[src/rtl/bcd_7seg_pkg.sv]
// Shared BCD / 7-segment constants and the digit decode function.
package bcd_7seg_pkg;

    localparam logic [3:0] BCD_MAX = 4'd9;

    // Segment order abcdefg, a in the MSB, 1 = segment lit
    localparam logic [6:0] SEG_0     = 7'b1111110;
    localparam logic [6:0] SEG_1     = 7'b0110000;
    localparam logic [6:0] SEG_2     = 7'b1101101;
    localparam logic [6:0] SEG_3     = 7'b1111001;
    localparam logic [6:0] SEG_4     = 7'b0110011;
    localparam logic [6:0] SEG_5     = 7'b1011011;
    localparam logic [6:0] SEG_6     = 7'b1011111;
    localparam logic [6:0] SEG_7     = 7'b1110000;
    localparam logic [6:0] SEG_8     = 7'b1111111;
    localparam logic [6:0] SEG_9     = 7'b1111011;
    localparam logic [6:0] SEG_BLANK = 7'b0000000;

    function automatic logic [6:0] bcd_to_seg(input logic [3:0] bcd);
        logic [6:0] s;
        case (bcd)
            4'd0:    s = SEG_0;
            4'd1:    s = SEG_1;
            4'd2:    s = SEG_2;
            4'd3:    s = SEG_3;
            4'd4:    s = SEG_4;
            4'd5:    s = SEG_5;
            4'd6:    s = SEG_6;
            4'd7:    s = SEG_7;
            4'd8:    s = SEG_8;
            4'd9:    s = SEG_9;
            default: s = SEG_BLANK;
        endcase
        return s;
    endfunction

endpackage

[src/rtl/bcd_digit_cell.sv]
// One BCD digit of the up/down cascade: load (sanitised), increment/decrement,
// ripple step in/out. step_out is high when this digit rolls over on a step.
module bcd_digit_cell
    import bcd_7seg_pkg::*;
(
    input  logic       clock,
    input  logic       reset_n,
    input  logic       load,
    input  logic [3:0] load_digit,
    input  logic       step_in,
    input  logic       up,
    output logic [3:0] digit,
    output logic       step_out
);

    logic [3:0] digit_reg;
    logic [3:0] digit_next;
    logic       at_limit;

    assign at_limit = up ? (digit_reg >= BCD_MAX) : (digit_reg == 4'd0);
    assign step_out = step_in & at_limit;
    assign digit    = digit_reg;

    always_comb begin
        digit_next = digit_reg;
        if (load) begin
            digit_next = (load_digit > BCD_MAX) ? 4'd0 : load_digit;
        end else if (step_in) begin
            if (up)
                digit_next = at_limit ? 4'd0 : digit_reg + 4'd1;
            else
                digit_next = at_limit ? BCD_MAX : digit_reg - 4'd1;
        end
    end

    always_ff @(posedge clock or negedge reset_n) begin
        if (!reset_n)
            digit_reg <= 4'd0;
        else
            digit_reg <= digit_next;
    end

endmodule

[src/rtl/bcd_updown_counter_7seg.sv]
// N-digit BCD up/down counter with registered per-digit 7-segment decode.
// Define BCD_SCAN_MUX_EN to add the scanned single-digit display output.
module bcd_updown_counter_7seg
    import bcd_7seg_pkg::*;
#(
    parameter int DIGITS   = 2,
    parameter int SEG_POL  = 0,
    parameter int SCAN_DIV = 1000
) (
    input  logic                  clock,
    input  logic                  reset_n,
    input  logic                  en,
    input  logic                  up,
    input  logic                  load,
    input  logic [4*DIGITS-1:0]   load_val,
    output logic [4*DIGITS-1:0]   count,
    output logic                  wrap,
    output logic [7*DIGITS-1:0]   seg
`ifdef BCD_SCAN_MUX_EN
    ,
    output logic [6:0]            scan_seg,
    output logic [DIGITS-1:0]     scan_sel
`endif
);

    localparam logic [6:0] SEG_MASK = (SEG_POL != 0) ? 7'h7F : 7'h00;

    // step_chain[i] requests a step of digit i; the last entry is the overall wrap
    logic [DIGITS:0] step_chain;
    logic            wrap_reg;
    logic [6:0]      seg_reg [DIGITS];

    assign step_chain[0] = en;

    generate
        for (genvar gi = 0; gi < DIGITS; gi++) begin : g_digit
            bcd_digit_cell u_cell (
                .clock      (clock),
                .reset_n    (reset_n),
                .load       (load),
                .load_digit (load_val[4*gi +: 4]),
                .step_in    (step_chain[gi]),
                .up         (up),
                .digit      (count[4*gi +: 4]),
                .step_out   (step_chain[gi+1])
            );

            always_ff @(posedge clock or negedge reset_n) begin
                if (!reset_n)
                    seg_reg[gi] <= SEG_0 ^ SEG_MASK;
                else
                    seg_reg[gi] <= bcd_to_seg(count[4*gi +: 4]) ^ SEG_MASK;
            end

            assign seg[7*gi +: 7] = seg_reg[gi];
        end
    endgenerate

    // Load overrides counting, so a carry out of the top digit is ignored then
    always_ff @(posedge clock or negedge reset_n) begin
        if (!reset_n)
            wrap_reg <= 1'b0;
        else
            wrap_reg <= ~load & step_chain[DIGITS];
    end

    assign wrap = wrap_reg;

`ifdef BCD_SCAN_MUX_EN
    localparam int PRE_W = (SCAN_DIV > 1) ? $clog2(SCAN_DIV) : 1;
    localparam int IDX_W = (DIGITS > 1) ? $clog2(DIGITS) : 1;

    logic [PRE_W-1:0] pre_reg;
    logic [PRE_W-1:0] pre_next;
    logic [IDX_W-1:0] idx_reg;
    logic [IDX_W-1:0] idx_next;

    always_comb begin
        pre_next = pre_reg + 1'b1;
        idx_next = idx_reg;
        if (pre_reg == PRE_W'(SCAN_DIV - 1)) begin
            pre_next = '0;
            idx_next = (idx_reg == IDX_W'(DIGITS - 1)) ? '0 : idx_reg + 1'b1;
        end
    end

    always_ff @(posedge clock or negedge reset_n) begin
        if (!reset_n) begin
            pre_reg <= '0;
            idx_reg <= '0;
        end else begin
            pre_reg <= pre_next;
            idx_reg <= idx_next;
        end
    end

    always_comb begin
        scan_sel          = '0;
        scan_sel[idx_reg] = 1'b1;
        scan_seg          = seg_reg[idx_reg];
    end
`endif

endmodule

[config.mk]
export PLATFORM = sky130hd
export DESIGN_NAME = bcd_updown_counter_7seg
export DESIGN_NICKNAME = d
export VERILOG_FILES = /design/src/rtl/bcd_7seg_pkg.sv /design/src/rtl/bcd_digit_cell.sv /design/src/rtl/bcd_updown_counter_7seg.sv
export SDC_FILE = /design/constraint.sdc
export NUM_CORES = 1
export LEC_CHECK = 0
export CORE_ASPECT_RATIO = 0.75
export CORE_MARGIN = 1.5
export CORE_UTILIZATION = 45
export CTS_BUF_LIST = sky130_fd_sc_hd__clkbuf_8 sky130_fd_sc_hd__clkbuf_16
export CTS_CLUSTER_DIAMETER = 30
export DETAILED_ROUTE_END_ITERATION = 8
export DONT_BUFFER_PORTS = 1
export GPL_ROUTABILITY_DRIVEN = 0
export GPL_TIMING_DRIVEN = 0
export SLEW_MARGIN = 10
export SYNTH_ARGS = -nofsm -noshare
export SYNTH_HDL_FRONTEND = slang
export SYNTH_SLANG_ARGS = --single-unit
[constraint.sdc]
create_clock -name clock -period 4.2 [get_ports clock]
set_input_delay 0.63 -clock clock [delete_from_list [all_inputs] [get_ports clock]]
set_output_delay 0.63 -clock clock [all_outputs]
set_load 0.03 [all_outputs]
==> results.cfg, run 1 <==
[run_status]
status = complete, no violations

[cells_and_area]
layout-drive-gt1-share_pct = 15.4
final_nets = 192
n_antenna_cell = 0
largest_register_ffs = 14
final_cells = 200
final_area_um2 = 1570
area_growth_pct = 6.36

[logic_synthesis]
synth_seq_cells = 23
synth_fp_nets = 187
synth_edf_count = 0
syn_area_per_cell_um2 = 9.34
yosysSeqAreaShare_pct = 40.0
ys_types = 39
yosys_warnings = 0
syn_inst = 158
async_reset_ff_share_pct = 100
netlist_area_um2 = 1480
synthFlopType = dfstp_2

[timing]
finalCritPeriodShare_pct = 56.3
setup_slack_ps = 1830
finalSetupViolations = 0
hold_viol = 0
rsz0062_at_grt = no
setup-tns-final_ps = 0
slew_headroom_pct = 61.4
finalCriticalPeriod_ps = 2370
tightest_slew_ps = 579
fmax_mhz = 423
drv_slew = 0
fin_skew_ps = 6.23

[route]
detail_route.wl_per_cell_um = 14.7
ant_nets = 0
via_per_inst = 5.60
post-route-drc-count = 0
dr.first_iter.drc_count = 31
dr.pass1.iters = 4
vias = 1119
wl_um = 2940

[floorplan]
ios = 36
coreArea_um2 = 3020
start_util_pct = 48.8
die_w_um = 69.1
rows = 17
fp.dieArea_um2 = 3630
die_h_um = 52.6

[setup_path]
cp-end-kind = flip-flop
path_cells = inv_1 -> ha_1 -> clkinv_2 -> o311a_4 -> or2_4 -> o311a_1 -> a21oi_1
path_class = reg -> reg
crit_buf_inv = 2
required_ps = 4390
start_kind = flip-flop
critPathTopFamily = compound AO/OA/AOI/OAI gates
cp.arrival_ps = 2560
slowest_delay_ps = 610
critPathMaxFanout = 11
slowest_stage = dfrtp_1

[clock_network]
cts_sinks = 23
cts.repair.resized = 0
clock_latency_ps = 270
clk_pin_slew_ps = 80
cts_tree = yes
cts_max_level = 1
post-cts-setup-buffers = 0
cts-root-buf = clkbuf_8
clockBufferDepth = 2
ctsHoldBuffers = 0
numCtsBuffers = 3

[worst_hold_path]
min_path_type = in -> async

[global_routing]
grt_max_degree = 24
met2_usage_pct = 23.4
gr-max-usage-layer = met1
grt-ovfl-total = 0
grtUsageMet1_pct = 25.7
grt_pass1_vias = 1015
grt_first_pass_wirelength_um = 4910
antenna_found_initial = 0
use_met3_pct = 6.15
grt_usage_pct = 17.6

[placed_design]
hpwlAfterDp_um = 2180
dpl_worst_slack_ps = 1850
placed_area_um2 = 1520
portBuffers = 0
dpl.cell_count = 196

[pwr]
pwr_density_cell_nw_per_um2 = 536
ir_worst_vdd_v = 0.000206
p_leak_nw = 0.677

[run]
max-cap-violations = 0
==> placed cells by master, fill, tap and decap left out, types with 2 or more instances in the layout <==
master	instances
o21ai_0	19
ha_1	16
a21oi_1	15
nor2_1	15
dfstp_2	12
dfrtp_1	11
inv_1	9
nand3_1	5
nand2_1	5
buf_2	4
xnor2_1	4
nand3b_1	4
nor3_1	3
xor2_1	3
o31ai_1	3
clkbuf_8	3
clkbuf_1	2
nand2b_1	2
a21o_1	2
o22ai_1	2
clkinv_2	2
o21ai_1	2
o311a_1	2
==> power breakdown <==
group          internal, mW  switching, mW  total (mW)
clock                0.0662         0.0707       0.137
sequential            0.311          0.165       0.476
combinational        0.0929          0.135       0.228
==> kinds of logic after synthesis <==
| family | share of synthesized area (%) |
|---|---|
| buffers and inverters | 5.51 |
| AO/OA/AOI/OAI | 23.2 |
| flip-flops | 40.0 |
| AND/OR/NAND/NOR | 12.8 |
| XOR/XNOR | 4.16 |
| adder cells (fa/ha/maj) | 13.6 |
| multiplexers | 0.679 |
==> Yosys cell counts, types with 2 or more instances <==
| master | count | area share [%] |
|---|---|---|
| a21oi_1 | 15 | 5.1 |
| dfrtp_1 | 11 | 19 |
| nand2_1 | 5 | 1.3 |
| inv_1 | 9 | 2.3 |
| o311a_1 | 2 | 1.4 |
| nand3_1 | 5 | 1.7 |
| xnor2_1 | 4 | 2.4 |
| nand2b_1 | 2 | 0.85 |
| o22ai_1 | 2 | 0.85 |
| o31ai_1 | 3 | 1.5 |
| o21ai_0 | 19 | 6.4 |
| nor3_1 | 3 | 1.0 |
| dfstp_2 | 12 | 21 |
| a21o_1 | 2 | 1.0 |
| xor2_1 | 3 | 1.8 |
| buf_2 | 4 | 1.4 |
| o21ai_1 | 2 | 0.68 |
| clkbuf_1 | 2 | 0.51 |
| nand3b_1 | 4 | 2.0 |
| ha_1 | 16 | 14 |
| nor2_1 | 15 | 3.8 |
==> per-stage QoR <==
step | util (%) | hold WS (ps) | total power [mW]
floorplan | - | 334 | 0.653
global placement | 50.4 | 335 | 0.701
detailed placement | 50.4 | 335 | 0.707
CTS | 51.9 | 33.6 | 0.851
global route | 51.9 | 25.8 | 0.898
finish | 51.9 | 45.7 | 0.840
==> routing by layer <==
| layer | vias to the layer above | share of wire [%] |
|---|---|---|
| li1 | 561 | - |
| met4 | 0 | 1.3 |
| met2 | 35 | 39 |
| met5 | - | 0 |
| met3 | 5 | 6.6 |
| met1 | 518 | 53 |
==> final timing paths <==
kind	from	to	slack, ps	cells after the start
max	g_digit[1].u_cell.digit[1]$_DFFE_PN0P_	g_digit[1].u_cell.digit[2]$_DFFE_PN0P_	1830	7
min	reset_n	g_digit[0].u_cell.digit[1]$_DFFE_PN0P_	50	0
max reg2reg	g_digit[1].u_cell.digit[1]$_DFFE_PN0P_	g_digit[1].u_cell.digit[2]$_DFFE_PN0P_	1830	7
min reg2reg	g_digit[1].u_cell.digit[2]$_DFFE_PN0P_	seg[12]$_DFF_PN1_	810	2
max in group asynchronous	reset_n	seg[13]$_DFF_PN1_	3980	0
min in group clock	load_val[1]	g_digit[0].u_cell.digit[1]$_DFFE_PN0P_	500	2
==> area by class of cell <==
class / count / area, um2
Fill cell: 281 / 1450
Multi-Input combinational cell: 117 / 803
Sequential cell: 23 / 591
Tap cell: 38 / 47.5
Inverter: 11 / 42.5
Clock buffer: 3 / 41.3
Buffer: 7 / 38.8
Clock inverter: 1 / 5.00
No activity file was read; power rests on OpenSTA's default activity.
==> run 2: changes to the inputs <==
--- a/config.mk
+++ b/config.mk
@@ -5,6 +5,7 @@
 export SDC_FILE = /design/constraint.sdc
 export NUM_CORES = 1
 export LEC_CHECK = 0
+export ABC_AREA = 1
 export CORE_ASPECT_RATIO = 0.75
 export CORE_MARGIN = 1.5
 export CORE_UTILIZATION = 45
==> constraint.sdc (replaced) <==
create_clock -name clock -period 2 [get_ports clock]
set_input_delay 0.3 -clock clock [delete_from_list [all_inputs] [get_ports clock]]
set_output_delay 0.3 -clock clock [all_outputs]
set_load 0.03 [all_outputs]
==> run 2 against run 1 <==
Effect of this change:
- cell count grew 17%
- sequential power grew 120%
- sequential share of layout area shrank 1.8 points
- wire length grew 4.9%
- via count grew 9.3%
- synthesized area grew 5.2%
- synthesized cell count grew 20%
- global-route usage shrank 1.2 points
- maximum frequency grew 33%
- critical path depth is the same
- critical path type unchanged
- largest power group unchanged
- highest routed layer unchanged
==> results.cfg, run 2 <==
[run_status]
status = complete, no violations

[timing]
finalCritPeriodShare_pct = 88.8
finalCriticalPeriod_ps = 1780
drv_slew = 0
finalSetupViolations = 0
fin_skew_ps = 9.31
slew_headroom_pct = 33.1
fmax_mhz = 563
rsz0062_at_grt = no
tightest_slew_ps = 1000
hold_viol = 0
setup-tns-final_ps = 0

[pwr]
seqPwrFrac_pct = 54.4
ir_worst_vdd_v = 0.000428
pwr-share-clk_pct = 15.3
p_leak_nw = 0.795
sw_frac_of_total_pct = 47.1
pwr_density_cell_nw_per_um2 = 1180
intPower_mw = 1.04
p_switching_mw = 0.924
combPwrFrac_pct = 30.4

[placed_design]
dpl.cell_count = 229
portBuffers = 0
placed_area_um2 = 1600
hpwlAfterDp_um = 2320

[setup_path]
critPathMaxFanout = 8
slowest_delay_ps = 520
cp-end-kind = flip-flop
cp.arrival_ps = 1930
r2r_cells = 7
start_kind = flip-flop
path_cells = inv_1 -> ha_1 -> nand4_1 -> nand2_2 -> nand2_2 -> a21oi_1 -> a21oi_1
path_class = reg -> reg
required_ps = 2160
slowest_stage = dfrtp_2

[route]
vias = 1223
wl_um = 3090
dr.pass1.iters = 4
via_per_inst = 5.23
dr.first_iter.drc_count = 60
detail_route.wl_per_cell_um = 13.2
post-route-drc-count = 0
ant_nets = 0

[cells_and_area]
layout-drive-gt1-share_pct = 21.6
area_growth_pct = 7.18
n_antenna_cell = 0
final_nets = 224
mostFrequentLayoutCell = nand2_1
utilization_pct = 50.6
final_cells = 234
final_area_um2 = 1660
final_cell_mix = nand2_1, inv_1, ha_1
largest_register_ffs = 14

[clock_network]
cts_tree = yes
clk_pin_slew_ps = 90
clockBufferDepth = 2
clock_latency_ps = 270
cts_max_level = 1
cts-root-buf = clkbuf_8
post-cts-setup-buffers = 0
cts_sinks = 23
numCtsBuffers = 3

[logic_synthesis]
yosysSeqAreaShare_pct = 38.1
yosysMostFrequentCell = nand2_1
synth_fp_nets = 218
yosysTopAreaCell = dfstp_2
synthTopCellsByCount = nand2_1, inv_1, ha_1, a21oi_1
syn_area_per_cell_um2 = 8.21
yosys_warnings = 0
synth_edf_count = 0
ys_types = 30
synth_seq_cells = 23
async_reset_ff_share_pct = 100
synthFlopType = dfstp_2
syn_inst = 189
synth_area_leaders = dfstp_2, dfrtp_1, ha_1
netlist_area_um2 = 1550
synthDominantCellAreaShare_pct = 20.3

[floorplan]
rows = 18
fp.dieArea_um2 = 3810
coreArea_um2 = 3290
ios = 36
die_w_um = 70.8
die_h_um = 53.9
start_util_pct = 47.2

[worst_hold_path]
min_path_cells = 2
min_path_type = in -> reg

[global_routing]
grt_max_degree = 24
grt-ovfl-total = 0
antenna_found_initial = 0
grt_pass1_vias = 1061
grt_usage_pct = 16.5
grt_first_pass_wirelength_um = 4850

[run]
max-cap-violations = 0
[run 2: changes by cell type after synthesis, sizes merged, moves of 3 or more]
cell / delta
a31oi: +6
nand3b: -4
xnor2: -4
o21ai: -8
o311a: -3
nand2: +45
inv: +11
nand3: +9
[run 2: layout make-up]
cell class / instances / area [um2]
plain buffers: 6 / 61.3
well taps: 40 / 50.0
flip-flops and latches: 23 / 596
clock inverters: 1 / 5.00
multi-input cells: 138 / 813
repair buffers: 1 / 10.0
fillers: 308 / 1630
inverters: 22 / 86.3
clock buffers: 3 / 41.3
[run 2: timing repair]
| action | in CTS | in global routing |
|---|---|---|
| hold endpoints to repair | 23 | 0 |
| resized for setup | 0 | 4 |
| hold buffers | 1 | 0 |
| endpoints found under the setup margin | 0 | 7 |
[run 2: critical path, delay by kind of cell (launching register included)]
kind | cells | cell delay (ps)
fa+ha+maj | 1 | 260
flops | 1 | 520
compound gates | 2 | 230
buf+inv | 1 | 250
simple gates | 3 | 390
[run 2: cell families (layout without fill, tap and decap cells)]
group / Yosys count / after routing / synth area share [%]
buf+inv: 28 / 33 / 9.52
compound gates: 38 / 38 / 14.2
flops: 23 / 23 / 38.1
xor+xnor: 1 / 1 / 0.565
fa+ha+maj: 16 / 16 / 12.9
simple gates: 83 / 83 / 24.8
[run 2: path summary, 6_finish.rpt]
path / startpoint / endpoint / slack, ps
worst max-delay path: g_digit[0].u_cell.digit[0]$_DFFE_PN0P_ / g_digit[1].u_cell.digit[3]$_DFFE_PN0P_ / 220
worst min-delay path: en / wrap$_DFF_PN0_ / 220
worst max register to register: g_digit[0].u_cell.digit[0]$_DFFE_PN0P_ / g_digit[1].u_cell.digit[3]$_DFFE_PN0P_ / 220
worst min register to register: g_digit[0].u_cell.digit[1]$_DFFE_PN0P_ / seg[5]$_DFF_PN1_ / 730
max in group asynchronous: reset_n / g_digit[1].u_cell.digit[0]$_DFFE_PN0P_ / 680
min in group asynchronous: reset_n / seg[0]$_DFF_PN0_ / 640
[run 2: power groups by stage]
stage	Combinational [mW]	Sequential, mW	Clock, mW
2_1_floorplan	0.476	1.05	0
3_3_place_gp	0.573	1.07	0
3_5_place_dp	0.584	1.08	0
4_1_cts	0.597	1.07	0.301
5_1_grt	0.681	1.09	0.314
6_report	0.595	1.07	0.299
[run 2: routing by layer]
layer	routed length (um)	up-vias	GRT usage (%)
li1	-	628	-
met1	1580	544	24.7
met2	1240	47	23.1
met3	220	4	3.00
met4	44	0	6.92
met5	0	-	0
[run 2: stage by stage]
stage / hold slack, ps / setup WS [ps] / total power, mW
after floorplan: 4.41 / 283 / 1.52
after global placement: 4.88 / 81.3 / 1.64
after detailed placement: 4.83 / 50.1 / 1.66
after CTS: 218 / 34.3 / 1.96
after global routing: 234 / 79.5 / 2.08
final: 218 / 224 / 1.96
==> run 3: changes to the inputs <==
--- a/config.mk
+++ b/config.mk
@@ -6,15 +6,16 @@
 export NUM_CORES = 1
 export LEC_CHECK = 0
 export ABC_AREA = 1
+export BUFFER_PORTS_ARGS = -buffer_cell sky130_fd_sc_hd__clkbuf_2
 export CORE_ASPECT_RATIO = 0.75
-export CORE_MARGIN = 1.5
+export CORE_MARGIN = 8
 export CORE_UTILIZATION = 45
 export CTS_BUF_LIST = sky130_fd_sc_hd__clkbuf_8 sky130_fd_sc_hd__clkbuf_16
 export CTS_CLUSTER_DIAMETER = 30
 export DETAILED_ROUTE_END_ITERATION = 8
-export DONT_BUFFER_PORTS = 1
 export GPL_ROUTABILITY_DRIVEN = 0
 export GPL_TIMING_DRIVEN = 0
+export PLACE_DENSITY = 0.69
 export SLEW_MARGIN = 10
 export SYNTH_ARGS = -nofsm -noshare
 export SYNTH_HDL_FRONTEND = slang
==> constraint.sdc (replaced) <==
create_clock -name clock -period 1.7 [get_ports clock]
set_input_delay 0.255 -clock clock [delete_from_list [all_inputs] [get_ports clock]]
set_output_delay 0.255 -clock clock [all_outputs]
set_load 0.03 [all_outputs]
==> run 3 against run 2 <==
Effect of this change:
- power grew 28%
- utilization increased by 6.9 points
- wire length rose by 12%
- setup slack worse by 85 ps
- design area is 14% higher
- combinational power up 120%
- register-to-register slack got worse by 80 ps
- count of clock-buffer cells in the layout is the same
- first-iteration DRC count up 45%
- largest power group is now combinational logic
==> results.cfg, run 3 (same netlist as run 2, synthesis figures left out) <==
[run_status]
status = complete, no violations

[global_routing]
grt_first_pass_wirelength_um = 6000
grt_max_degree = 24
antenna_found_initial = 0
grt_usage_pct = 12.9
gr-max-usage-layer = met2
grtUsageMet1_pct = 17.7
grt_pass1_vias = 1304
grt-ovfl-total = 0
met2_usage_pct = 19.0
use_met3_pct = 4.02

[timing]
holdWs_ps = 282
fmax_mhz = 641
hold_viol = 0
tightest_slew_ps = 544
finalSetupViolations = 0
setup-tns-final_ps = 0
setup_slack_ps = 139
finalCritPeriodShare_pct = 91.8
slew_headroom_pct = 63.7
drv_slew = 0
finalCriticalPeriod_ps = 1560
fin_skew_ps = 8.94

[placed_design]
hpwlAfterDp_um = 2600
dpl.cell_count = 264
placed_area_um2 = 1780
dpl_worst_slack_ps = 3.82
portBuffers = 35

[floorplan]
fp.dieArea_um2 = 5600
rows = 18
start_util_pct = 47.2
ios = 36
coreArea_um2 = 3290
die_h_um = 66.9
die_w_um = 83.8

[cells_and_area]
final_cells = 275
largest_register_ffs = 14
mostFrequentLayoutCell = nand2_1
final_area_um2 = 1890
final_cell_mix = nand2_1, clkbuf_2, ha_1
n_antenna_cell = 0
area_growth_pct = 21.9
utilization_pct = 57.5
layout-drive-gt1-share_pct = 37.4
final_nets = 265

[setup_path]
slowest_stage = dfrtp_2
required_ps = 1870
start_kind = flip-flop
ff2ff_setup_slack_ps = 140
r2r_cells = 9
r2r_start = g_digit[1].u_cell.digit[1]$_DFFE_PN0P_
slowest_delay_ps = 460
cp-end-kind = flip-flop
critPathMaxFanout = 7
crit_buf_inv = 2
crit_top_cell = o21ai_0
cp.arrival_ps = 1730
critPathTopFamily = compound AO/OA/AOI/OAI gates
reg2reg_to = g_digit[1].u_cell.digit[2]$_DFFE_PN0P_
path_class = reg -> reg
path_cells = inv_2 -> ha_1 -> inv_1 -> o21ai_0 -> a21oi_1 -> o21ai_0 -> o21ai_0 -> nand2_1 -> nand2_1

[worst_hold_path]
hold_end = wrap$_DFF_PN0_
hp-start = en
min_path_cells = 3
min_path_type = in -> reg

[route]
ant_nets = 0
dr.pass1.iters = 4
detail_route.wl_per_cell_um = 12.6
via_per_inst = 4.95
vias = 1362
wl_um = 3460
dr.first_iter.drc_count = 87
post-route-drc-count = 0

[pwr]
report.power.total_mw = 2.51
p_leak_nw = 0.966
pwr_density_cell_nw_per_um2 = 1330
ir_worst_vdd_v = 0.000445

[clock_network]
clockBufferDepth = 2
clk_pin_slew_ps = 80
cts-root-buf = clkbuf_8
numCtsBuffers = 3
cts_sinks = 23
cts_max_level = 1
cts_tree = yes
clock_latency_ps = 270

[run]
max-cap-violations = 0
run 3: worst max-delay path by stage:
stage | startpoint | endpoint | slack [ps] | cells past startpoint
floorplan | g_digit[0].u_cell.digit[0]$_DFFE_PN0P_ | g_digit[1].u_cell.digit[3]$_DFFE_PN0P_ | 20 | 8
global placement | g_digit[0].u_cell.digit[0]$_DFFE_PN0P_ | g_digit[1].u_cell.digit[1]$_DFFE_PN0P_ | 20 | 9
detailed placement | g_digit[0].u_cell.digit[0]$_DFFE_PN0P_ | g_digit[0].u_cell.digit[3]$_DFFE_PN0P_ | 4 | 11
CTS | g_digit[1].u_cell.digit[0]$_DFFE_PN0P_ | g_digit[1].u_cell.digit[2]$_DFFE_PN0P_ | 10 | 9
global route | g_digit[1].u_cell.digit[1]$_DFFE_PN0P_ | g_digit[1].u_cell.digit[3]$_DFFE_PN0P_ | -10 | 10
finish | g_digit[1].u_cell.digit[1]$_DFFE_PN0P_ | g_digit[1].u_cell.digit[2]$_DFFE_PN0P_ | 140 | 9
run 3: per-layer routing:
layer / vias up / share of wire (%)
met5: - / 0
met4: 0 / 0.78
met3: 2 / 6.7
met2: 36 / 41
met1: 616 / 51
li1: 708 / -
run 3: worst reg2reg max path, cell delays in order (launching register included):
cell     delay, ps
dfrtp_2        460
inv_2          110
ha_1           180
inv_1           60
o21ai_0        270
a21oi_1        100
o21ai_0         80
o21ai_0        100
nand2_1         60
nand2_1         40
run 3: area by class of cell:
type | instances | area [um2]
fill | 306 | 1400
multi-input combinational | 138 | 816
sequential | 23 | 596
timing repair buffer | 42 | 230
inverter | 22 | 91.3
buffer | 6 | 61.3
tap | 40 | 50.0
clock buffer | 3 | 41.3
clock inverter | 1 | 5.00
run 3: report_power, final:
part | switching, mW | internal, mW | total [mW]
Combinational | 0.877 | 0.418 | 1.29
Sequential | 0.0956 | 0.783 | 0.879
Clock | 0.171 | 0.163 | 0.335
Total | 1.14 | 1.37 | 2.51
run 3: timing repair:
| action | 4_1_cts | 5_1_grt |
|---|---|---|
| gates resized for setup | 1 | 9 |
| hold endpoints to repair | 11 | 0 |
| hold buffers | 1 | 0 |
| setup endpoints to repair | 2 | 7 |
| gates cloned | 0 | 0 |
| buffers inserted | 0 | 6 |
